## src/rtl/cu_multicycle_param_if.sv

```systemverilog
// Handshake and datapath-control bundle between an instruction source
// and the multi-cycle control unit.
interface cu_multicycle_param_if #(
    parameter int DATA_WIDTH = 8,
    parameter int REG_COUNT  = 4
);
    localparam int REG_BITS    = $clog2(REG_COUNT);
    localparam int INSTR_WIDTH = 2 + 3 * REG_BITS + DATA_WIDTH + 4;

    logic [INSTR_WIDTH-1:0] instr;
    logic                   instr_valid;
    logic                   instr_ready;
    logic [DATA_WIDTH-1:0]  result2;
    logic [REG_BITS-1:0]    dbg_addr;
    logic [DATA_WIDTH-1:0]  dbg_data;
    logic [DATA_WIDTH-1:0]  operand1;
    logic [DATA_WIDTH-1:0]  operand2;
    logic [DATA_WIDTH-1:0]  offset;
    logic [3:0]             opcode;
    logic                   sel1;
    logic                   sel3;
    logic                   w_r;
    logic                   busy;
    logic                   done;

    modport master (
        output instr, instr_valid, result2, dbg_addr,
        input  instr_ready, dbg_data, operand1, operand2,
        input  offset, opcode, sel1, sel3, w_r, busy, done
    );

    modport slave (
        input  instr, instr_valid, result2, dbg_addr,
        output instr_ready, dbg_data, operand1, operand2,
        output offset, opcode, sel1, sel3, w_r, busy, done
    );
endinterface

```

## src/rtl/cu_multicycle_param.sv

```systemverilog
// Parametrised multi-cycle control unit: accepts one instruction at a time,
// sequences DECODE/EXECUTE/MEM_ACCESS/WRITE_BACK and owns the register file.
module cu_multicycle_param #(
    parameter int DATA_WIDTH = 8,
    parameter int REG_COUNT  = 4,
    parameter int ZERO_REG   = 0
) (
    input  logic                 clk,
    input  logic                 rst,
    cu_multicycle_param_if.slave bus
);
    localparam int REG_BITS    = $clog2(REG_COUNT);
    localparam int INSTR_WIDTH = 2 + 3 * REG_BITS + DATA_WIDTH + 4;

    typedef enum logic [1:0] {
        T_NOP   = 2'b00,
        T_STD   = 2'b01,
        T_LOAD  = 2'b10,
        T_STORE = 2'b11
    } itype_t;

    typedef enum logic [4:0] {
        IDLE       = 5'b00001,
        DECODE     = 5'b00010,
        EXECUTE    = 5'b00100,
        MEM_ACCESS = 5'b01000,
        WRITE_BACK = 5'b10000
    } state_t;

    state_t                state;
    state_t                state_n;
    itype_t                typ_q;
    logic [REG_BITS-1:0]   dst_q;
    logic [DATA_WIDTH-1:0] regs [REG_COUNT];

    itype_t                in_typ;
    logic [REG_BITS-1:0]   in_dst;
    logic [REG_BITS-1:0]   in_src1;
    logic [REG_BITS-1:0]   in_src2;
    logic [DATA_WIDTH-1:0] in_off;
    logic [3:0]            in_op;

    logic accept;
    logic wb_en;
    logic wr_n;
    logic done_n;

    assign in_typ  = itype_t'(bus.instr[INSTR_WIDTH-1 -: 2]);
    assign in_dst  = bus.instr[INSTR_WIDTH-3 -: REG_BITS];
    assign in_src1 = bus.instr[INSTR_WIDTH-3-REG_BITS -: REG_BITS];
    assign in_src2 = bus.instr[INSTR_WIDTH-3-2*REG_BITS -: REG_BITS];
    assign in_off  = bus.instr[DATA_WIDTH+3 -: DATA_WIDTH];
    assign in_op   = bus.instr[3:0];

    function automatic logic [DATA_WIDTH-1:0] rd(
        input logic [REG_BITS-1:0] a
    );
        if (ZERO_REG != 0 && a == '0) return '0;
        return regs[a];
    endfunction

    assign bus.instr_ready = (state == IDLE);
    assign bus.busy        = (state != IDLE);
    assign bus.dbg_data    = rd(bus.dbg_addr);

    // NOPs complete the handshake but never leave IDLE
    assign accept = bus.instr_valid && (state == IDLE)
                    && (in_typ != T_NOP);

    assign wb_en  = (state == WRITE_BACK)
                    && !(ZERO_REG != 0 && dst_q == '0);
    assign wr_n   = (state == EXECUTE) && (typ_q == T_STORE);
    assign done_n = (state == WRITE_BACK)
                    || (state == MEM_ACCESS && typ_q == T_STORE);

    always_comb begin
        state_n = IDLE;
        case (state)
            IDLE:       state_n = accept ? DECODE : IDLE;
            DECODE:     state_n = EXECUTE;
            EXECUTE:    state_n = (typ_q == T_STD) ? WRITE_BACK
                                                   : MEM_ACCESS;
            MEM_ACCESS: state_n = (typ_q == T_LOAD) ? WRITE_BACK
                                                    : IDLE;
            WRITE_BACK: state_n = IDLE;
            default:    state_n = IDLE;
        endcase
    end

    always_ff @(posedge clk or posedge rst) begin
        if (rst) state <= IDLE;
        else     state <= state_n;
    end

    always_ff @(posedge clk or posedge rst) begin
        if (rst) begin
            typ_q        <= T_NOP;
            dst_q        <= '0;
            bus.operand1 <= '0;
            bus.operand2 <= '0;
            bus.offset   <= '0;
            bus.opcode   <= 4'hF;
            bus.sel1     <= 1'b0;
            bus.sel3     <= 1'b0;
            bus.w_r      <= 1'b0;
            bus.done     <= 1'b0;
        end else begin
            bus.w_r  <= wr_n;
            bus.done <= done_n;
            if (accept) begin
                typ_q        <= in_typ;
                dst_q        <= in_dst;
                bus.operand1 <= rd(in_src1);
                bus.operand2 <= (in_typ == T_STD) ? rd(in_src2)
                                                  : rd(in_dst);
                bus.offset   <= in_off;
                bus.opcode   <= in_op;
                bus.sel1     <= (in_typ == T_STD);
                bus.sel3     <= in_typ[1];
            end
        end
    end

    always_ff @(posedge clk or posedge rst) begin
        if (rst) begin
            for (int i = 0; i < REG_COUNT; i++)
                regs[i] <= DATA_WIDTH'(i);
        end else if (wb_en) begin
            regs[dst_q] <= bus.result2;
        end
    end
endmodule

```

## src/flat_wrapper.sv

```systemverilog
// flat-port wrapper written by rule: the top's interface ports become plain ports
module cu_multicycle_param_flat 
#(
    parameter int DATA_WIDTH = 8,
    parameter int REG_COUNT  = 4,
    parameter int ZERO_REG   = 0
)
  (clk, rst, bus_instr, bus_instr_valid, bus_result2, bus_dbg_addr, bus_instr_ready, bus_dbg_data, bus_operand1, bus_operand2, bus_offset, bus_opcode, bus_sel1, bus_sel3, bus_w_r, bus_busy, bus_done);
  cu_multicycle_param_if #(.DATA_WIDTH(DATA_WIDTH), .REG_COUNT(REG_COUNT)) bus_i ();
  input  logic clk;
  input  logic rst;
  input wire logic [$bits(bus_i.instr)-1:0] bus_instr;
  input wire logic [$bits(bus_i.instr_valid)-1:0] bus_instr_valid;
  input wire logic [$bits(bus_i.result2)-1:0] bus_result2;
  input wire logic [$bits(bus_i.dbg_addr)-1:0] bus_dbg_addr;
  output wire logic [$bits(bus_i.instr_ready)-1:0] bus_instr_ready;
  output wire logic [$bits(bus_i.dbg_data)-1:0] bus_dbg_data;
  output wire logic [$bits(bus_i.operand1)-1:0] bus_operand1;
  output wire logic [$bits(bus_i.operand2)-1:0] bus_operand2;
  output wire logic [$bits(bus_i.offset)-1:0] bus_offset;
  output wire logic [$bits(bus_i.opcode)-1:0] bus_opcode;
  output wire logic [$bits(bus_i.sel1)-1:0] bus_sel1;
  output wire logic [$bits(bus_i.sel3)-1:0] bus_sel3;
  output wire logic [$bits(bus_i.w_r)-1:0] bus_w_r;
  output wire logic [$bits(bus_i.busy)-1:0] bus_busy;
  output wire logic [$bits(bus_i.done)-1:0] bus_done;
  assign bus_i.instr = bus_instr;
  assign bus_i.instr_valid = bus_instr_valid;
  assign bus_i.result2 = bus_result2;
  assign bus_i.dbg_addr = bus_dbg_addr;
  assign bus_instr_ready = bus_i.instr_ready;
  assign bus_dbg_data = bus_i.dbg_data;
  assign bus_operand1 = bus_i.operand1;
  assign bus_operand2 = bus_i.operand2;
  assign bus_offset = bus_i.offset;
  assign bus_opcode = bus_i.opcode;
  assign bus_sel1 = bus_i.sel1;
  assign bus_sel3 = bus_i.sel3;
  assign bus_w_r = bus_i.w_r;
  assign bus_busy = bus_i.busy;
  assign bus_done = bus_i.done;
  cu_multicycle_param #(.DATA_WIDTH(DATA_WIDTH), .REG_COUNT(REG_COUNT), .ZERO_REG(ZERO_REG)) u_core (.clk(clk), .rst(rst), .bus(bus_i));
endmodule
```

## config.mk

```make
export PLATFORM = sky130hd
export DESIGN_NAME = cu_multicycle_param_flat
export DESIGN_NICKNAME = d
export VERILOG_FILES = /design/src/rtl/cu_multicycle_param_if.sv /design/src/rtl/cu_multicycle_param.sv /design/src/flat_wrapper.sv
export SDC_FILE = /design/constraint.sdc
export NUM_CORES = 1
export LEC_CHECK = 0
export ABC_AREA = 1
export CORE_ASPECT_RATIO = 1.4
export CORE_MARGIN = 2
export CORE_UTILIZATION = 60
export CTS_CLUSTER_DIAMETER = 120
export DETAILED_ROUTE_END_ITERATION = 16
export DONT_BUFFER_PORTS = 1
export PLACE_DENSITY = 0.76
export SYNTH_ARGS = -nofsm -noshare
export SYNTH_HDL_FRONTEND = slang
export SYNTH_SLANG_ARGS = --single-unit
export TNS_END_PERCENT = 100
```

## constraint.sdc

```tcl
create_clock -name clk -period 2.8 [get_ports clk]
set_input_delay 0.56 -clock clk [delete_from_list [all_inputs] [get_ports clk]]
set_output_delay 0.56 -clock clk [all_outputs]
set_load 0.03 [all_outputs]
```

==> flow_summary_export.csv, run 1 <==
group,metric,value,unit
run_status,status,"completed",
timing,worstMarginPinSlew,0.665,ns
die,die-area,7240,um^2
placed_design,io_buffers,0,
logic_synthesis,syn_inst,527,
timing,timing.setup.tns,0,ns
layout,postLayoutCoreUtil,0.666,
die,fp.dieH,99.9,um
setup_path,end_kind,"output pin",
detailed_routing,routed_via_density,5.79,
logic_synthesis,yosys-top-cells-count,"nand2_1, dfrtp_1, nand3_1, nor2_1, o21ai_0",
power_and_ir_drop,powerDensity,943,nW/um^2
logic_synthesis,yosysTopAreaCell,"dfrtp_1",
layout,antenna_cells,0,
placed_design,hpwlAfterDp,6820,um
global_route,overflow,0,
global_route,antenna_found_initial,0,
detailed_routing,drtIter0Drc,229,
placed_design,placed_cell_area,3970,um^2
layout,nets,557,
logic_synthesis,ys_seq_area_frac,0.460,
power_and_ir_drop,power_leakage,2.20,nW
cts,tritoncts,"built",
cts,ctsResizeCount,0,
cts,clock_sinks,72,
global_route,grt_max_degree,44,
layout,drive_above_1_share,0.123,
logic_synthesis,synth_top_area_frac,0.400,
placed_design,gp_congestion,0.924,
cts,cts-root-buf,"clkbuf_8",
detailed_routing,ant_nets,0,
die,fp.dieW,72.5,um
logic_synthesis,synth.yosys.warnings,0,
global_route,first_global_vias,3276,
timing,grt_setup_unrepaired,"false",
detailed_routing,firstDrtPassIters,5,
logic_synthesis,ys.flop_type,"dfrtp_1",
power_and_ir_drop,p_total,3.95,mW
global_route,grt_pass1_wl,16300,um
layout,area_growth,6.35,%
logic_synthesis,post_synth_num_cell_types,26,
logic_synthesis,synth.top_cells.by_area,"dfrtp_1, nand2_1, nand3_1, dfstp_2, o21ai_0",
logic_synthesis,yosys_register_bits,72,
detailed_routing,routed_wirelength,9720,um
logic_synthesis,yosysMostFrequentCell,"nand2_1",
timing,hold_viol,0,
detailed_routing,wl_per_cell,16.2,um
logic_synthesis,synth_area,3940,um^2
die,rows,34,
die,core,6300,um^2
timing,timing.final.ws_setup,0.728,ns
cts,clock_path_buffers,2,
timing,min_period,2.07,ns
layout,fin_area,4190,um^2
detailed_routing,num_vias,3478,
logic_synthesis,syn_area_per_cell,7.48,um^2
logic_synthesis,synth_nets,560,
setup_path,worstPathArrival,1.51,ns
die,start_util,0.626,
layout,fillers,574,
timing,max_slew_margin,0.556,
global_route,grt.total_usage,0.288,
logic_synthesis,async_flop_share,1.00,
cts,htreeDepth,3,
cts,clk_latency,0.34,ns
detailed_routing,drc,0,
timing,final_max_slew_viol_count,0,
timing,clock_skew,0.00789,ns
cts,cts_inserted_buffers,9,
cts,postCtsSetupRepairBufs,0,
setup_path,critPathRequiredTime,2.24,ns
timing,setup_viol,0,
setup_path,critical_path_class,"reg2out",
power_and_ir_drop,peakVddDrop,0.450,mV
cts,hold_buffers,0,
hold_path,hold_path_class,"in2async",
setup_path,crit_path_max_fanout,5,
die,io_pins,75,
timing,max_freq,0.483,GHz
flow_run,maxCapViolCount,0,
cts,path_clk_slew,0.08,ns
placed_design,post-place-ws,0.754,ns
setup_path,start_kind,"register",
logic_synthesis,synth_edf_count,0,
timing,finalCritPeriodShare,0.740,
## where the power goes
part | switching [mW] | total [mW] | internal, mW
registers | 0.770 | 2.16 | 1.39
clock network | 0.394 | 0.901 | 0.506
logic | 0.577 | 0.891 | 0.314
total | 1.74 | 3.95 | 2.21
## stage by stage
step | std cells | hold WS, ns
5_1_grt | 601 | 0.224
2_1_floorplan | 527 | 0.468
3_3_place_gp | 585 | 0.501
3_5_place_dp | 585 | 0.510
4_1_cts | 601 | 0.192
6_report | 601 | 0.185
## logic make-up (layout without fill, tap and decap cells)
logic type	Yosys count	count (layout)	synth area share
and+or+nand+nor	310	310	0.340
AOI/OAI and AO/OA	89	89	0.131
DFF	72	72	0.460
buffers and inverters	56	58	0.0692
## placed cells by master (no fill, tap or decap), types with 2 or more instances in the layout
cell       count
nand2_4        2
clkinv_1       3
nor2_1        47
inv_1         26
dfrtp_1       63
nand3_1       49
o21ai_0       45
a21oi_1        2
bufinv_16      2
nand4_1        4
clkinv_4       3
nor2_2         3
dfstp_2        9
buf_4         10
o21ai_1       16
clkbuf_8       9
nand2_1      197
o21ai_2       16
inv_2          2
o22ai_1       10
nand3_4        3
## flip-flops by register name (all words and copies together), names as in the netlist, 2 cells and up
register	count
u_core.bus.opcode	4
u_core.regs	32
u_core.bus.operand1	8
u_core.bus.operand2	8
u_core.typ_q	2
u_core.state	5
u_core.dst_q	2
u_core.bus.offset	8
## routing by layer
metal	vias up	track usage	part of all wire
li1	1697	-	-
met1	1609	0.379	0.40
met2	152	0.463	0.50
met3	20	0.0572	0.086
met4	0	0.124	0.017
met5	-	0	0
## worst paths after layout
path	from	end	slack (ns)	cells past startpoint
setup / recovery	u_core.state[0]	bus_instr_ready	0.73	4
max in group asynchronous	rst	u_core.state[0]	1.90	2
min in group clk	bus_instr[0]	u_core.bus.opcode[0]	0.31	2
hold / removal	rst	u_core.bus.operand2[3]	0.18	1
hold reg to reg	u_core.regs[16]	u_core.regs[16]	0.53	2
setup reg to reg	u_core.state[0]	u_core.bus.operand1[5]	1.17	7
## area by class of cell
type                            count  area, um^2  area share
Multi-Input combinational cell    399        1860       0.443
Sequential cell                    72        1810       0.432
Clock buffer                       10         128      0.0304
Inverter                           31         116      0.0278
Timing Repair Buffer               11        95.1      0.0227
Clock inverter                      6        93.8      0.0224
Tap cell                           72        90.1      0.0215
## worst max-delay path, stage by stage (launching register included)
cell and delay (ns):
dfstp_2 0.54, inv_1 0.06, nor2_2 0.13, nand3_4 0.17
inv_1 0.26
(Power assumes the default switching activity.)
==> run 2: changes to the inputs <==
==> constraint.sdc (replaced) <==
create_clock -name clk -period 1.94 [get_ports clk]
set_input_delay 0.388 -clock clk [delete_from_list [all_inputs] [get_ports clk]]
set_output_delay 0.388 -clock clk [all_outputs]
set_load 0.03 [all_outputs]
==> run 2 against run 1 <==
Critical path type unchanged. The flow now finishes with violations (negative hold slack). Die area is the same. Combinational power grew 45%. Via count grew 0.69%. Count of clock-buffer cells in the layout grew 1. Register-to-register slack lost 0.87 ns. Worst hold slack lost 0.21 ns. Critical path depth is the same. Sequential share of layout area grew 0.091 points. Critical endpoint unchanged. Final cell count grew 0.17%. Total power grew 41%.
==> flow_summary_export.csv, run 2 (synthesis gave the netlist of run 1 again) <==
group,metric,value,unit
placed_design,post-place-ws,0.332,ns
layout,antenna_cells,0,
timing,min_period,1.86,ns
run_status,violations,"negative hold slack",
timing,holdWs,-0.0224,ns
global_route,overflow,0,
setup_path,crit_path_max_fanout,5,
setup_path,start_kind,"register",
cts,clock_path_buffers,2,
die,start_util,0.626,
layout,largest_reg_flops,32,
setup_path,end_kind,"output pin",
layout,area_growth,6.12,%
layout,instances_no_fill,602,
setup_path,r2r_start,"u_core.state[0]",
cts,htreeDepth,3,
timing,max_slew_margin,0.664,
cts,clock_sinks,72,
die,fp.dieH,99.9,um
timing,clock_skew,0.00939,ns
detailed_routing,num_vias,3502,
power_and_ir_drop,power_leakage,2.18,nW
die,core,6300,um^2
layout,fin_area,4180,um^2
timing,hold_viol,10,
timing,grt_setup_unrepaired,"false",
hold_path,hold_path_class,"in2async",
setup_path,worstPathArrival,1.47,ns
placed_design,placedCellCount,586,
layout,layout_commonest_cell,"nand2_1",
cts,tritoncts,"built",
cts,cts_inserted_buffers,9,
timing,final_max_slew_viol_count,0,
die,io_pins,75,
cts,postCtsSetupRepairBufs,0,
placed_design,io_buffers,0,
timing,finalCritPeriodShare,0.957,
setup_path,worst-r2r-cell-count,7,
flow_run,maxCapViolCount,0,
setup_path,critPathRequiredTime,1.55,ns
detailed_routing,drc,0,
layout,mostFrequentLayoutCells,"nand2_1, dfrtp_1, nand3_1, nor2_1, o21ai_0",
power_and_ir_drop,powerDensity,1330,nW/um^2
die,rows,34,
layout,drive_above_1_share,0.126,
cts,path_clk_slew,0.08,ns
layout,largest_register,"u_core.regs",
detailed_routing,routed_wirelength,9560,um
detailed_routing,firstDrtPassIters,7,
cts,hold_buffers,0,
die,die-area,7240,um^2
detailed_routing,wl_per_cell,15.9,um
timing,setup_viol,0,
global_route,grt_pass1_wl,16200,um
timing,max_freq,0.538,GHz
placed_design,hpwlAfterDp,6600,um
cts,clk_latency,0.35,ns
layout,nets,558,
global_route,grt_max_degree,73,
global_route,grt.total_usage,0.286,
detailed_routing,routed_via_density,5.82,
setup_path,reg2reg_to,"u_core.bus.opcode[3]",
global_route,first_global_vias,3410,
timing,worstMarginPinSlew,0.501,ns
global_route,antenna_found_initial,0,
timing,timing.final.ws_setup,0.0830,ns
power_and_ir_drop,peakVddDrop,0.643,mV
run_status,status,"finished with violations",
detailed_routing,ant_nets,0,
detailed_routing,drtIter0Drc,217,
setup_path,r2r_slack,0.30,ns
placed_design,gp_congestion,0.893,
placed_design,placed_cell_area,3980,um^2
setup_path,critical_path_class,"reg2out",
cts,cts-root-buf,"clkbuf_8",
timing,timing.setup.tns,0,ns
cts,ctsResizeCount,0,
die,fp.dieW,72.5,um
-- run 2: area by class of cell --
type / instances / area (um^2)
multi-input cells: 399 / 1860
well taps: 72 / 90.1
inverters: 31 / 124
repair buffers: 12 / 103
clock buffers: 11 / 141
fillers: 588 / 2110
flip-flops and latches: 72 / 1810
clock inverters: 5 / 56.3
-- run 2: metal layers --
layer	vias to the layer above	track usage	wire length (um)
li1	1695	-	-
met1	1615	0.373	3830
met2	172	0.463	4670
met3	20	0.0592	883
met4	0	0.120	182
met5	-	0	0
-- run 2: per-stage QoR --
| stage | total power [mW] | util |
|---|---|---|
| after global routing | 5.93 | 0.665 |
| after global placement | 4.35 | 0.633 |
| after CTS | 5.59 | 0.664 |
| final | 5.57 | 0.665 |
| after detailed placement | 4.42 | 0.633 |
| after floorplan | 4.09 | - |
-- run 2: worst max-delay path: stages (launching register included) --
cell and delay [ns]:
dfstp_2 0.54, inv_1 0.07, nor2_2 0.12, nand3_4 0.18, clkinvlp_4 0.20
-- run 2: worst max path at each step --
stage	cells after the start	slack, ns	to	start
floorplan	4	0.19	bus_dbg_data[0]	bus_dbg_addr[0]
global placement	7	0.38	u_core.bus.operand1[5]	u_core.state[0]
finish	4	0.08	bus_instr_ready	u_core.state[0]
CTS	4	0.02	bus_instr_ready	u_core.state[0]
detailed placement	7	0.33	u_core.bus.opcode[3]	u_core.state[0]
global route	4	0.0008	bus_instr_ready	u_core.state[0]
-- run 2: power breakdown --
| group | internal (mW) | total [mW] | switching [mW] |
|---|---|---|---|
| clock | 0.627 | 1.17 | 0.547 |
| sequential | 2.01 | 3.11 | 1.10 |
| combinational | 0.461 | 1.29 | 0.826 |
